`src/rtl/uart_bus_if_if.sv`:
```
// Host-side 65c02-style register bus for uart_bus_if: chip select, 2-bit
// register index, one-cycle read/write strobes, write/read data and the IRQ.
interface uart_bus_if_if;
    logic       cs;
    logic [1:0] addr;
    logic       rd_en;
    logic       wr_en;
    logic [7:0] wr_data;
    logic [7:0] rd_data;
    logic       irq;

    modport master (
        output cs, addr, rd_en, wr_en, wr_data,
        input  rd_data, irq
    );

    modport slave (
        input  cs, addr, rd_en, wr_en, wr_data,
        output rd_data, irq
    );
endinterface

```
`src/rtl/uart_bus_if.sv`:
```
// uart_bus_if: host register window (DATA/STATUS/CTRL/DVSR) in front of the
// uart block. Pushes TX bytes, pops RX bytes, holds the baud divisor, tracks
// RX FIFO occupancy for overrun detection and raises a level IRQ.
// Optional macro UART_IF_RX_TIMEOUT_EN adds an RX idle timeout (STATUS[4]).
module uart_bus_if #(
    parameter int          FIFO_W      = 2,
    parameter logic [20:0] DVSR_RST    = 21'd324,
    parameter int          TIMEOUT_CYC = 20000
) (
    input  logic         clk,
    input  logic         reset,
    uart_bus_if_if.slave bus,
    output logic         rd_uart,
    output logic         wr_uart,
    output logic [7:0]   w_data,
    output logic [20:0]  dvsr,
    input  logic [7:0]   r_data,
    input  logic         tx_full,
    input  logic         rx_empty,
    input  logic         rx_done_tick
);
    localparam logic [1:0]      A_DATA    = 2'd0;
    localparam logic [1:0]      A_STAT    = 2'd1;
    localparam logic [1:0]      A_CTRL    = 2'd2;
    localparam logic [7:0]      CTRL_MASK = 8'h37;
    localparam logic [FIFO_W:0] OCC_MAX   = {1'b1, {FIFO_W{1'b0}}};

    logic            rd;
    logic            wr;
    logic [7:0]      ctrl;
    logic [7:0]      stage0;
    logic [7:0]      stage1;
    logic [7:0]      status;
    logic [7:0]      dvsr_byte;
    logic            rx_ovr;
    logic            tx_ovf;
    logic            rx_tmo;
    logic            ovr_evt;
    logic            ovf_evt;
    logic            tmo_evt;
    logic            stat_clr;
    logic [FIFO_W:0] occ;

    // Qualify bus strobes (write wins over read), decode error events and read-mux sources.
    always_comb begin
        rd       = bus.cs & bus.rd_en & ~bus.wr_en;
        wr       = bus.cs & bus.wr_en;
        ovr_evt  = rx_done_tick & (occ == OCC_MAX);
        ovf_evt  = wr & (bus.addr == A_DATA) & tx_full;
        stat_clr = rd & (bus.addr == A_STAT);
        status   = {bus.irq, 2'b00, rx_tmo, tx_ovf, rx_ovr, tx_full, ~rx_empty};
        case (ctrl[5:4])
            2'd0:    dvsr_byte = dvsr[7:0];
            2'd1:    dvsr_byte = dvsr[15:8];
            2'd2:    dvsr_byte = {3'b000, dvsr[20:16]};
            default: dvsr_byte = 8'h00;
        endcase
    end

    // CTRL and divisor staging; the divisor only changes on the DSEL=2 commit write.
    always_ff @(posedge clk) begin
        if (reset) begin
            ctrl   <= 8'h00;
            stage0 <= 8'h00;
            stage1 <= 8'h00;
            dvsr   <= DVSR_RST;
        end else if (wr) begin
            case (bus.addr)
                A_CTRL: ctrl <= bus.wr_data & CTRL_MASK;
                2'd3: begin
                    case (ctrl[5:4])
                        2'd0:    stage0 <= bus.wr_data;
                        2'd1:    stage1 <= bus.wr_data;
                        2'd2:    dvsr   <= {bus.wr_data[4:0], stage1, stage0};
                        default: ;
                    endcase
                end
                default: ;
            endcase
        end
    end

    // Registered read data plus the one-cycle TX push / RX pop pulses toward the uart.
    always_ff @(posedge clk) begin
        if (reset) begin
            bus.rd_data <= 8'h00;
            rd_uart     <= 1'b0;
            wr_uart     <= 1'b0;
            w_data      <= 8'h00;
        end else begin
            rd_uart <= rd & (bus.addr == A_DATA) & ~rx_empty;
            wr_uart <= wr & (bus.addr == A_DATA) & ~tx_full;
            if (wr && (bus.addr == A_DATA) && !tx_full)
                w_data <= bus.wr_data;
            if (rd) begin
                case (bus.addr)
                    A_DATA:  bus.rd_data <= rx_empty ? 8'h00 : r_data;
                    A_STAT:  bus.rd_data <= status;
                    A_CTRL:  bus.rd_data <= ctrl;
                    default: bus.rd_data <= dvsr_byte;
                endcase
            end
        end
    end

    // Sticky error flags: a STATUS read clears them unless a new event lands on the same edge.
    always_ff @(posedge clk) begin
        if (reset) begin
            rx_ovr <= 1'b0;
            tx_ovf <= 1'b0;
            rx_tmo <= 1'b0;
        end else begin
            rx_ovr <= (rx_ovr & ~stat_clr) | ovr_evt;
            tx_ovf <= (tx_ovf & ~stat_clr) | ovf_evt;
            rx_tmo <= (rx_tmo & ~stat_clr) | tmo_evt;
        end
    end

    // RX FIFO occupancy mirror; saturates at full (byte dropped) and at empty.
    always_ff @(posedge clk) begin
        if (reset)
            occ <= '0;
        else if (rx_done_tick && !rd_uart && (occ != OCC_MAX))
            occ <= occ + 1'b1;
        else if (rd_uart && !rx_done_tick && (occ != '0))
            occ <= occ - 1'b1;
    end

    // Level interrupt, registered from the enables and current flag/FIFO state.
    always_ff @(posedge clk) begin
        if (reset)
            bus.irq <= 1'b0;
        else
            bus.irq <= (ctrl[0] & ~rx_empty) | (ctrl[1] & ~tx_full) |
                       (ctrl[2] & (rx_ovr | tx_ovf | rx_tmo));
    end

`ifdef UART_IF_RX_TIMEOUT_EN
    localparam int TMO_W = $clog2(TIMEOUT_CYC);

    logic [TMO_W-1:0] tmo_cnt;
    logic             rx_idle;

    assign rx_idle = ~rx_empty & ~rx_done_tick & ~rd_uart;
    assign tmo_evt = rx_idle & (tmo_cnt == TMO_W'(TIMEOUT_CYC - 1));

    // Idle counter: restarts on any RX activity, holds once the timeout is reached.
    always_ff @(posedge clk) begin
        if (reset || !rx_idle)
            tmo_cnt <= '0;
        else if (!tmo_evt)
            tmo_cnt <= tmo_cnt + 1'b1;
    end
`else
    assign tmo_evt = 1'b0;
`endif

    // The occupancy mirror must agree with the uart's own empty flag.
    occ_tracks_fifo: assert property (@(posedge clk) disable iff (reset)
                                      ((occ == '0) == rx_empty));

    // A timeout shorter than two cycles cannot be distinguished from activity.
    timeout_cfg_ok: assert property (@(posedge clk) (TIMEOUT_CYC >= 2));

endmodule

```
`src/flat_wrapper.sv`:
```
// flat-port wrapper written by rule: the top's interface ports become plain ports
module uart_bus_if_flat 
#(
    parameter int          FIFO_W      = 2,
    parameter logic [20:0] DVSR_RST    = 21'd324,
    parameter int          TIMEOUT_CYC = 20000
)
  (clk, reset, rd_uart, wr_uart, w_data, dvsr, r_data, tx_full, rx_empty, rx_done_tick, bus_cs, bus_addr, bus_rd_en, bus_wr_en, bus_wr_data, bus_rd_data, bus_irq);
  uart_bus_if_if bus_i ();
  input  logic clk;
  input  logic reset;
  output logic rd_uart;
  output logic wr_uart;
  output logic [7:0] w_data;
  output logic [20:0] dvsr;
  input  logic [7:0] r_data;
  input  logic tx_full;
  input  logic rx_empty;
  input  logic rx_done_tick;
  input wire logic [$bits(bus_i.cs)-1:0] bus_cs;
  input wire logic [$bits(bus_i.addr)-1:0] bus_addr;
  input wire logic [$bits(bus_i.rd_en)-1:0] bus_rd_en;
  input wire logic [$bits(bus_i.wr_en)-1:0] bus_wr_en;
  input wire logic [$bits(bus_i.wr_data)-1:0] bus_wr_data;
  output wire logic [$bits(bus_i.rd_data)-1:0] bus_rd_data;
  output wire logic [$bits(bus_i.irq)-1:0] bus_irq;
  assign bus_i.cs = bus_cs;
  assign bus_i.addr = bus_addr;
  assign bus_i.rd_en = bus_rd_en;
  assign bus_i.wr_en = bus_wr_en;
  assign bus_i.wr_data = bus_wr_data;
  assign bus_rd_data = bus_i.rd_data;
  assign bus_irq = bus_i.irq;
  uart_bus_if #(.FIFO_W(FIFO_W), .DVSR_RST(DVSR_RST), .TIMEOUT_CYC(TIMEOUT_CYC)) u_core (.clk(clk), .reset(reset), .bus(bus_i), .rd_uart(rd_uart), .wr_uart(wr_uart), .w_data(w_data), .dvsr(dvsr), .r_data(r_data), .tx_full(tx_full), .rx_empty(rx_empty), .rx_done_tick(rx_done_tick));
endmodule
```
`config.mk`:
```
export PLATFORM = sky130hd
export DESIGN_NAME = uart_bus_if_flat
export DESIGN_NICKNAME = d
export VERILOG_FILES = /design/src/rtl/uart_bus_if_if.sv /design/src/rtl/uart_bus_if.sv /design/src/flat_wrapper.sv
export SDC_FILE = /design/constraint.sdc
export NUM_CORES = 1
export LEC_CHECK = 0
export CAP_MARGIN = 30
export CORE_MARGIN = 5
export CORE_UTILIZATION = 55
export CTS_BUF_LIST = sky130_fd_sc_hd__clkbuf_4
export DETAILED_ROUTE_END_ITERATION = 10
export DONT_BUFFER_PORTS = 1
export GPL_TIMING_DRIVEN = 0
export PLACE_DENSITY = 0.77
export SETUP_SLACK_MARGIN = 0.3
export SLEW_MARGIN = 10
export SYNTH_ARGS = -nofsm -noshare
export SYNTH_HDL_FRONTEND = slang
export SYNTH_SLANG_ARGS = --single-unit
export TNS_END_PERCENT = 1
```
`constraint.sdc`:
```
create_clock -name clk -period 1.85 [get_ports clk]
set_clock_uncertainty 0.05 [all_clocks]
set_input_delay 0.2775 -clock clk [delete_from_list [all_inputs] [get_ports clk]]
set_output_delay 0.2775 -clock clk [all_outputs]
set_load 0.03 [all_outputs]
```
Word level (Yosys, flattened, before mapping)
Index checks and enable logic that the tools add are counted.
{ "totals": {"regBits": 67, "inputBits": 26, "out_inout_bits": 40, "wordCells": 70} }
{ "op_classes": {"addsub": 2, "n_eq_ne": 7, "muxes": 5, "bitwise": 26, "reduce_logical": 17} }
{ "op_table": {"columns": ["operator", "n"], "rows": [
  ["$pmux W8 S3", 2],
  ["$and A1 B1 Y1", 16],
  ["$reduce_and A3 Y1", 3],
  ["$mux W8", 1],
  ["$eq A2 B2 Y1 const B", 3],
  ["$logic_and A1 B1 Y1", 6],
  ["$mux W3", 2],
  ["$or A1 B1 Y1", 6],
  ["$eq A2 B1 Y1 const B", 2],
  ["$logic_not A2 Y1", 2],
  ["$not A1 Y1", 4],
  ["$add A3 B1 Y3 const B", 1],
  ["$eq A3 B3 Y1 const B", 1],
  ["$logic_not A1 Y1", 3],
  ["$ne A3 B3 Y1 const B", 1],
  ["$reduce_bool A3 Y1", 1],
  ["$sub A3 B1 Y3 const B", 1],
  ["$reduce_and A2 Y1", 1],
  ["$reduce_bool A2 Y1", 1]
]} }

Logic depth before layout (Yosys ltp)
Gate-level depths: netlist of the first run.
{ "logic_depth": {"depth_word": 6, "depth_mapped": 8, "mapped_depth_nobuf": 8} }

Worst setup path after synthesis of the first run
No wires, ideal clock.
{ "synth_path": {"kind": "reg2reg", "startpoint": "register u_core.rd_uart", "endpoint": "register u_core.occ[2]", "setup_time_ns": 0.071, "arrival_time_ns": 1.604, "t_required_ns": 1.729, "slack_ns": 0.125, "stages_incl_launch_ff": 8, "path_buffers": 0, "synth_period_minus_slack_ns": 1.725, "path_cell_list": "dfxtp_1 > nor2b_1 > nand2_1 > fa_1 > nor2_1 > nand3b_1 > a21o_1 > a21oi_1"} }
{ "synth_via": {"elab_chain_len": 4, "elab_cells_between_ends": 7, "cone_classes": "mux (1); reduce/logical (6)"} }
{ "synth_lines": {"columns": ["item", "line_no", "source"], "rows": [
  ["start: declaration", "uart_bus_if.sv:13", "output logic rd_uart,"],
  ["start signal: assignment", "uart_bus_if.sv:91", "rd_uart <= rd & (bus.addr == A_DATA) & ~rx_empty;"],
  ["$logic_not A1 Y1", "uart_bus_if.sv:123", "else if (rx_done_tick && !rd_uart && (occ != OCC_MAX))"],
  ["$logic_and A1 B1 Y1 (2 in a row)", "uart_bus_if.sv:123", null],
  ["$mux W3 or $reduce_bool A2 Y1 (tied branches)", null, null],
  ["end signal: assignment", "uart_bus_if.sv:124", "occ <= occ + 1'b1;"],
  ["end signal: assignment", "uart_bus_if.sv:126", "occ <= occ - 1'b1;"],
  ["end: declaration", "uart_bus_if.sv:42", "logic [FIFO_W:0] occ;"]
]} }
Several ways; a longest one is shown, not always the timed one.
A chain may end at the register's enable or synchronous reset.

Final worst setup path of the first run
{ "layout_path": {"startpoint": "register u_core.occ[0]", "endpoint": "register u_core.occ[2]"} }
{ "layout_via": {"elab_chain_len": 3, "elab_cells_between_ends": 9, "cone_classes": "add/sub (2); eq/ne (1); mux (2); reduce/logical (4)"} }
{ "layout_lines": {"columns": ["item", "line_no", "source"], "rows": [
  ["$sub A3 B1 Y3, or another cell as far along", "uart_bus_if.sv:126", null],
  ["$mux W3, or another cell as far along", "uart_bus_if.sv:125", "else if (rd_uart && !rx_done_tick && (occ != '0))"],
  ["$mux W3 or $reduce_bool A2 Y1 (tied branches)", null, null]
]} }
Several ways; a longest one is shown, not always the timed one. The select of a mux whose other input is x is not followed.

==> results of run 1 <==
[sequential cells by signal (all words and copies together), names as in the netlist]
register / count
u_core.stage1: 8
u_core.bus.rd_data: 8
u_core.ctrl: 5
u_core.rx_ovr: 1
u_core.occ: 3
u_core.stage0: 8
u_core.dvsr: 21
u_core.tx_ovf: 1
u_core.rd_uart: 1
u_core.bus.irq: 1
u_core.wr_uart: 1
u_core.w_data: 8
u_core.rx_tmo: 1
[power breakdown]
part	leakage, nW	switching (W)	internal (W)
logic	0.552	0.000125	0.0000976
registers	0.544	0.0000459	0.00147
clock network	0.0760	0.000551	0.000407
total	1.17	0.000722	0.00197
[through the flow]
step | setup WS, ns | std cells | area, um^2
2_1_floorplan | 0.338 | 328 | 2910
3_3_place_gp | 0.292 | 398 | 3000
3_5_place_dp | 0.220 | 398 | 3000
4_1_cts | 0.276 | 430 | 3300
5_1_grt | 0.169 | 430 | 3310
6_report | 0.246 | 430 | 3310
[kinds of logic (layout without fill, tap and decap cells)]
| kind of cell | after synthesis | after routing |
|---|---|---|
| muxes | 29 | 29 |
| and+or+nand+nor | 146 | 146 |
| AOI/OAI and AO/OA | 62 | 62 |
| buffers and inverters | 21 | 53 |
| xor gates and xnor gates | 2 | 2 |
| DFF | 67 | 67 |
| adders and majority gates | 1 | 1 |
[cell usage in the layout (no fill, tap or decap), types with 2 or more instances in the layout]
| master | netlist | routed |
|---|---|---|
| a211oi_1 | 4 | 4 |
| nand3b_1 | 6 | 6 |
| a21oi_2 | 2 | 2 |
| clkinv_2 | 0 | 3 |
| nor2_1 | 38 | 37 |
| and2b_1 | 2 | 2 |
| buf_2 | 4 | 4 |
| buf_6 | 6 | 6 |
| dlygate4sd3_1 | 0 | 14 |
| nand2b_1 | 7 | 7 |
| nor3_4 | 2 | 2 |
| mux2i_1 | 24 | 24 |
| clkbuf_4 | 0 | 9 |
| buf_4 | 4 | 6 |
| nand2_1 | 71 | 70 |
| o21ai_0 | 6 | 6 |
| mux2_2 | 5 | 5 |
| dfxtp_4 | 0 | 2 |
| a221oi_1 | 4 | 4 |
| nor3_1 | 7 | 7 |
| a311oi_1 | 4 | 4 |
| clkbuf_1 | 7 | 7 |
| dfxtp_1 | 67 | 64 |
| nor2b_1 | 3 | 2 |
| a21oi_1 | 36 | 36 |
| xnor2_1 | 2 | 2 |
[what timing repair did]
item	in CTS	in global routing
hold buffers	14	0
pin swaps	4	0
setup buffers	2	0
gates resized for setup	4	1
endpoints found under the hold margin	40	0
endpoints found under the setup margin	2	4
[critical path: cells and delay by family, from the launching register on]
family	cells	cell delay, ns
adder cells (fa/ha/maj)	1	0.39
AO/OA/AOI/OAI	2	0.27
flip-flops	1	0.39
AND/OR/NAND/NOR	5	0.44
[worst paths after layout]
kind,end,startpoint,cells after the start
max,u_core.occ[2],u_core.occ[0],8
min,u_core.bus.irq,rx_empty,2
max reg2reg,u_core.occ[2],u_core.occ[0],8
min reg2reg,u_core.dvsr[4],u_core.stage0[4],2
[layout make-up]
cell class / instances / area [um^2] / area share
Multi-Input combinational cell: 240 / 1430 / 0.434
Buffer: 21 / 144 / 0.0435
Clock inverter: 7 / 67.6 / 0.0204
Clock buffer: 9 / 67.6 / 0.0204
Sequential cell: 67 / 1350 / 0.408
Tap cell: 70 / 87.6 / 0.0265
Timing Repair Buffer: 16 / 155 / 0.0469
[per-layer routing]
| layer | up-vias | part of all wire | GRT usage |
|---|---|---|---|
| li1 | 1182 | - | - |
| met1 | 1123 | 0.40 | 0.292 |
| met2 | 114 | 0.46 | 0.374 |
| met3 | 18 | 0.11 | 0.0683 |
| met4 | 0 | 0.022 | 0.131 |
| met5 | - | 0 | 0 |
==> summary.txt, run 1 <==
Netlist cell types -> 39
Synth async-reset ratio -> 0
P&R area growth vs syn -> 14.0%
post-DP HPWL -> 5240 um
initial antenna violation count -> 0
Ports -> 66
RSZ-0062 raised after global routing -> yes
Hold Crit Class -> in2reg
Critical Path Sink Type -> flop
worst-path fanout max -> 5
antenna cells -> 0
post-synthesis compound-gate area fraction -> 0.129
Sink Count -> 67
slowest cell delay on critical path -> 0.39 ns
remaining global-route overflow -> 0
multiplexer share of the synthesized area -> 0.102
Pwr Total -> 0.00269 W
Rows -> 26
xor and xnor area share after synthesis -> 0.00604
Post-synth EDFFs -> 0
Slew Viols, Final -> 0
post-route DRC violation count -> 0
Synth Instances -> 328
top_reg_cell synth -> dfxtp_1
max cap viols -> 0
CP Launch Type -> flop
largest family of logic cells by synthesized area -> simple AND/OR/NAND/NOR gates
CTS Buf Count -> 9
Tmin final -> 1.60 ns
count of state elements after synthesis -> 67
Relative slew margins -> 0.590
count leader, synth -> nand2_1
total die area -> 6820 um^2
number of iterations in the first detailed-routing pass -> 4
Synth Area in Simple Gates -> 0.243
Tcrit/Tclk final -> 0.867
P_leak -> 1.17 nW
later-pin clock latency in the skew report -> 0.42 ns
worst path required time -> 2.15 ns
Total Negative Setup Slacks -> 0 ns
post-route antenna net violation count -> 0
Worst Setup Path Type -> reg2reg
outcome -> complete, no violations
post-synthesis sequential area ratio -> 0.463
Max Clk Rate -> 0.624 GHz
CTS H-Tree Depth -> 3
DR WL/cell -> 17.6 um
post-synth top area cell -> dfxtp_1
CTS Buffer Depth -> 2
die span in y -> 82.6 um
Cell Area, Synth -> 2900 um^2
routed vias/inst -> 5.67
layout cells sized above 1 -> 0.156
Filler Cells Inserted -> 469
crit-path cells -> nor2_1, nand2_1, nand2_2, fa_2, nor2_4, nand3b_1, a21o_1, a21oi_1
Starting DRT DRC Count -> 121
Final Hold Viols -> 0
Layout Nets -> 382
Starting Density -> 0.568
detailed-route via count -> 2,437
GRT Overall Usage -> 0.238
Core ar. -> 5110 um^2
slowest CP cell -> dfxtp_4
Port-buffer cells -> 0
Die Wd -> 82.6 um
Slew @ Worst Pin -> 0.615 ns
Setup Viol. Count Final -> 0
vias in the first global route -> 2,432
Syn Area/Cell -> 8.84 um^2
Mapped Nets -> 355
Synth top cells by count -> nand2_1, dfxtp_1, nor2_1
Root Buffer -> clkbuf_4
first-pass GRT wire length -> 12,000 um
fin util -> 0.647
Synth area leaders -> dfxtp_1, nand2_1, mux2i_1
Clock transition at path regs -> 0.11 ns
power per cell area -> 815 nW/um^2
share of the synthesized area in the top cell type -> 0.463
Hold Slack -> 0.0126 ns
CP arrival -> 1.91 ns
FF-to-FF setup slack -> 0.25 ns
worst vdd ir -> 0.000514 V
Post-Route WL -> 7550 um
largest net degree at the start of global routing -> 13
adder-cell area share of the yosys netlist -> 0.00691
synth warn -> 0
CTS tree -> built
Placer Congestion -> 0.853
Power figures use the tool's default switching activity.
==> run 2, diff against run 1 <==
- ABC_CLOCK_PERIOD_IN_PS: default -> 1850
- CORE_ASPECT_RATIO: default -> 0.7
==> summary.txt, run 2 (synthesis results as in run 1) <==
Tmin final -> 1.58 ns
P_int -> 0.00184 W
Finished Cell Area -> 3310 um^2
Clock Power Share -> 0.317
initial antenna violation count -> 0
die span in y -> 70.7 um
first-pass GRT wire length -> 12,400 um
remaining global-route overflow -> 0
max cap viols -> 0
Filler Cells Inserted -> 460
detailed-route via count -> 2,468
DR WL/cell -> 17.8 um
Die Wd -> 96.8 um
vias in the first global route -> 2,384
Core ar. -> 5170 um^2
Root Buffer -> clkbuf_4
worst path required time -> 2.15 ns
Port-buffer cells -> 0
Post-Route WL -> 7740 um
Slew @ Worst Pin -> 0.593 ns
Tcrit/Tclk final -> 0.853
CTS Buffer Depth -> 2
Max Clk Rate -> 0.633 GHz
most frequent cells in the layout -> nand2_1, dfxtp_1, nor2_1, a21oi_1, mux2i_1
placed insts -> 400
CTS Buf Count -> 9
CTS H-Tree Depth -> 3
Gate power share -> 0.093
Placer Congestion -> 0.901
Final Hold Viols -> 0
P&R area growth vs syn -> 14.2%
Ports -> 66
Sink Count -> 67
sw frac -> 0.281
commonest non-fill, non-tap cell in the layout -> nand2_1
Hold Crit Class -> in2reg
largest net degree at the start of global routing -> 13
Slew Viols, Final -> 0
FF+latch area -> 1350 um^2
post-route DRC violation count -> 0
routed vias/inst -> 5.67
area post-placement -> 3000 um^2
power per cell area -> 774 nW/um^2
GRT Overall Usage -> 0.228
post-DP HPWL -> 5410 um
CP Launch Type -> flop
fin cells -> 435
Relative slew margins -> 0.605
FF-to-FF setup slack -> 0.27 ns
Clock transition at path regs -> 0.10 ns
worst-path fanout max -> 6
fin util -> 0.640
Critical Path Sink Type -> flop
Total Negative Setup Slacks -> 0 ns
P_leak -> 1.17 nW
Rows -> 22
later-pin clock latency in the skew report -> 0.43 ns
CTS tree -> built
Starting DRT DRC Count -> 134
Worst Setup Path Type -> reg2reg
Top reg by flops -> u_core.dvsr
Net Switching -> 0.000719 W
CP arrival -> 1.88 ns
number of iterations in the first detailed-routing pass -> 5
Multi-input gate area -> 1430 um^2
RSZ-0062 raised after global routing -> yes
layout cells sized above 1 -> 0.165
antenna cells -> 0
Layout Nets -> 386
Starting Density -> 0.560
worst vdd ir -> 0.000487 V
total die area -> 6850 um^2
outcome -> complete, no violations
Setup Viol. Count Final -> 0
max FFs per register -> 21
Flop pwr share -> 0.590
post-route antenna net violation count -> 0
[run 2: power groups by stage]
| stage | clock network (W) | logic (W) | registers [W] |
|---|---|---|---|
| finish | 0.000813 | 0.000239 | 0.00151 |
| global route | 0.000897 | 0.000260 | 0.00152 |
| CTS | 0.000832 | 0.000232 | 0.00151 |
| detailed placement | 0 | 0.000172 | 0.00155 |
| global placement | 0 | 0.000167 | 0.00155 |
| floorplan | 0 | 0.000137 | 0.00154 |
[run 2: metrics by stage]
step	setup WS (ns)	hold slack, ns	power, W
final	0.271	0.0265	0.00256
after global routing	0.216	0.00845	0.00267
after CTS	0.243	0.00614	0.00257
after detailed placement	0.227	0.371	0.00172
after global placement	0.288	0.366	0.00171
after floorplan	0.338	0.363	0.00168
[run 2: routing by layer]
layer  share of wire  track usage  vias up
met2            0.43        0.339      109
met4          0.0088       0.0514        0
li1                -            -     1190
met3            0.11        0.118        7
met5               0            0        -
met1            0.45        0.298     1162
[run 2: critical path, stage by stage (launching register included)]
cell and delay, ns:
dfxtp_4 0.42, nor2b_4 0.14, nand2_2 0.06, fa_2 0.35, nor2_2 0.13, nand3b_1 0.09, a21o_1 0.16, a21oi_1 0.12
[run 2: what timing repair did]
action,CTS,global route
setup buffers,5,1
endpoints found under the setup margin,1,4
pin swaps,5,4
hold buffers,14,0
hold endpoints to repair,41,0
resized for setup,4,1
[run 2: area by class of cell]
| cell class | instances | share of cell area |
|---|---|---|
| Clock inverter | 6 | 0.0128 |
| Sequential cell | 67 | 0.408 |
| Multi-Input combinational cell | 240 | 0.432 |
| Timing Repair Buffer | 20 | 0.0559 |
| Tap cell | 72 | 0.0272 |
| Buffer | 21 | 0.0435 |
| Clock buffer | 9 | 0.0204 |
[run 2: worst paths after layout]
check	endpoint	depth (start not counted)	start
min reg2reg	u_core.dvsr[13]	2	u_core.stage1[5]
min	u_core.bus.rd_data[7]	2	r_data[7]
max reg2reg	u_core.occ[2]	7	u_core.rd_uart
max	u_core.occ[2]	7	u_core.rd_uart
==> run 3, diff against run 2 <==
- RECOVER_POWER: default -> 50
==> summary.txt, run 3 (synthesis results as in run 1) <==
Root Buffer -> clkbuf_4
remaining global-route overflow -> 0
power per cell area -> 779 nW/um^2
P_leak -> 1.16 nW
crit-path cells -> nor2b_4, nand2_2, fa_2, nor2_2, nand3b_1, a21o_1, a21oi_1
fin cells -> 435
GRT Overall Usage -> 0.228
later-pin clock latency in the skew report -> 0.43 ns
routed vias/inst -> 5.67
Core ar. -> 5170 um^2
Setup Viol. Count Final -> 0
post-route antenna net violation count -> 0
Rows -> 22
detailed-route via count -> 2,465
largest net degree at the start of global routing -> 13
CTS tree -> built
GR Util met3 -> 0.118
CP Launch Type -> flop
Layout Nets -> 386
Starting Density -> 0.560
Slew @ Worst Pin -> 0.592 ns
CTS Buffer Depth -> 2
slowest CP cell -> dfxtp_4
Finished Cell Area -> 3280 um^2
Max Clk Rate -> 0.634 GHz
commonest non-fill, non-tap cell in the layout -> nand2_1
post-DP HPWL -> 5410 um
Starting DRT DRC Count -> 121
Port-buffer cells -> 0
total die area -> 6850 um^2
outcome -> complete, no violations
layout cells sized above 1 -> 0.152
Post-Route WL -> 7710 um
busiest grt layer -> met2
DR WL/cell -> 17.7 um
initial antenna violation count -> 0
Filler Cells Inserted -> 466
number of iterations in the first detailed-routing pass -> 4
Ports -> 66
worst path bufs/invs -> 0
most frequent cells in the layout -> nand2_1, dfxtp_1, nor2_1, a21oi_1, mux2i_1
Tmin final -> 1.58 ns
RSZ-0062 raised after global routing -> yes
Tcrit/Tclk final -> 0.852
first-pass GRT wire length -> 12,400 um
Worst Setup Path Type -> reg2reg
area post-placement -> 3000 um^2
CP arrival -> 1.87 ns
worst path required time -> 2.14 ns
critical path's top delay family -> simple AND/OR/NAND/NOR gates
met1 Resource Use GR -> 0.298
die span in y -> 70.7 um
Slew Viols, Final -> 0
Top reg by flops -> u_core.dvsr
fin util -> 0.635
Die Wd -> 96.8 um
Relative slew margins -> 0.606
placed insts -> 400
post-route DRC violation count -> 0
Sink Count -> 67
Placer Congestion -> 0.901
worst vdd ir -> 0.000487 V
Final Hold Viols -> 0
slowest cell delay on critical path -> 0.42 ns
P&R area growth vs syn -> 13.3%
max cap viols -> 0
Critical Path Sink Type -> flop
M2 GR Usage -> 0.339
vias in the first global route -> 2,384
antenna cells -> 0
CTS H-Tree Depth -> 3
max FFs per register -> 21
worst-path fanout max -> 6
Total Negative Setup Slacks -> 0 ns
Hold Crit Class -> in2reg
CTS Buf Count -> 9
Clock transition at path regs -> 0.10 ns
==> run 3: repair_timing <==
item	CTS	global route
hold buffers	14	0
endpoints found under the hold margin	41	0
buffers inserted	5	1
resized for setup	4	1
pin swaps	5	4
endpoints found under the setup margin	1	4
==> run 3: routing by layer <==
metal  wire (um)  vias to the layer above
met5           0                        -
met4          85                        0
met3         858                       13
met2        3300                      103
met1        3460                     1156
li1            -                     1193
==> run 3: path summary, 6_finish.rpt <==
kind	from	end	slack (ns)	cells past startpoint
max	u_core.rd_uart	u_core.occ[2]	0.27	7
min	r_data[7]	u_core.bus.rd_data[7]	0.03	2
max reg2reg	u_core.rd_uart	u_core.occ[2]	0.27	7
min reg2reg	u_core.stage1[5]	u_core.dvsr[13]	0.41	2
==> run 3: worst register-to-register path, cell delays in order, from the launching register on <==
cell	delay (ns)
dfxtp_4	0.42
nor2b_4	0.14
nand2_2	0.06
fa_2	0.34
nor2_2	0.13
nand3b_1	0.09
a21o_1	0.16
a21oi_1	0.12
==> run 3: cell type report <==
class | instances | area [um^2] | share of cell area
plain buffers | 21 | 129 | 0.0392
multi-input cells | 240 | 1420 | 0.432
clock buffers | 9 | 67.6 | 0.0206
repair buffers | 20 | 185 | 0.0564
flip-flops and latches | 67 | 1350 | 0.411
clock inverters | 6 | 42.5 | 0.0130
well taps | 72 | 90.1 | 0.0274
==> run 3: per-stage QoR <==
stage / hold WS (ns) / total power (W) / setup WS [ns]
3_5_place_dp: 0.371 / 0.00172 / 0.227
4_1_cts: 0.00614 / 0.00257 / 0.243
5_1_grt: 0.00845 / 0.00267 / 0.195
2_1_floorplan: 0.363 / 0.00168 / 0.338
3_3_place_gp: 0.366 / 0.00171 / 0.288
6_report: 0.0266 / 0.00256 / 0.273
==> run 3: power by group <==
group | total [W] | internal, W | switching [W]
Clock | 0.000812 | 0.000270 | 0.000542
Sequential | 0.00151 | 0.00147 | 0.0000438
Combinational | 0.000235 | 0.000104 | 0.000131
Total | 0.00256 | 0.00184 | 0.000717
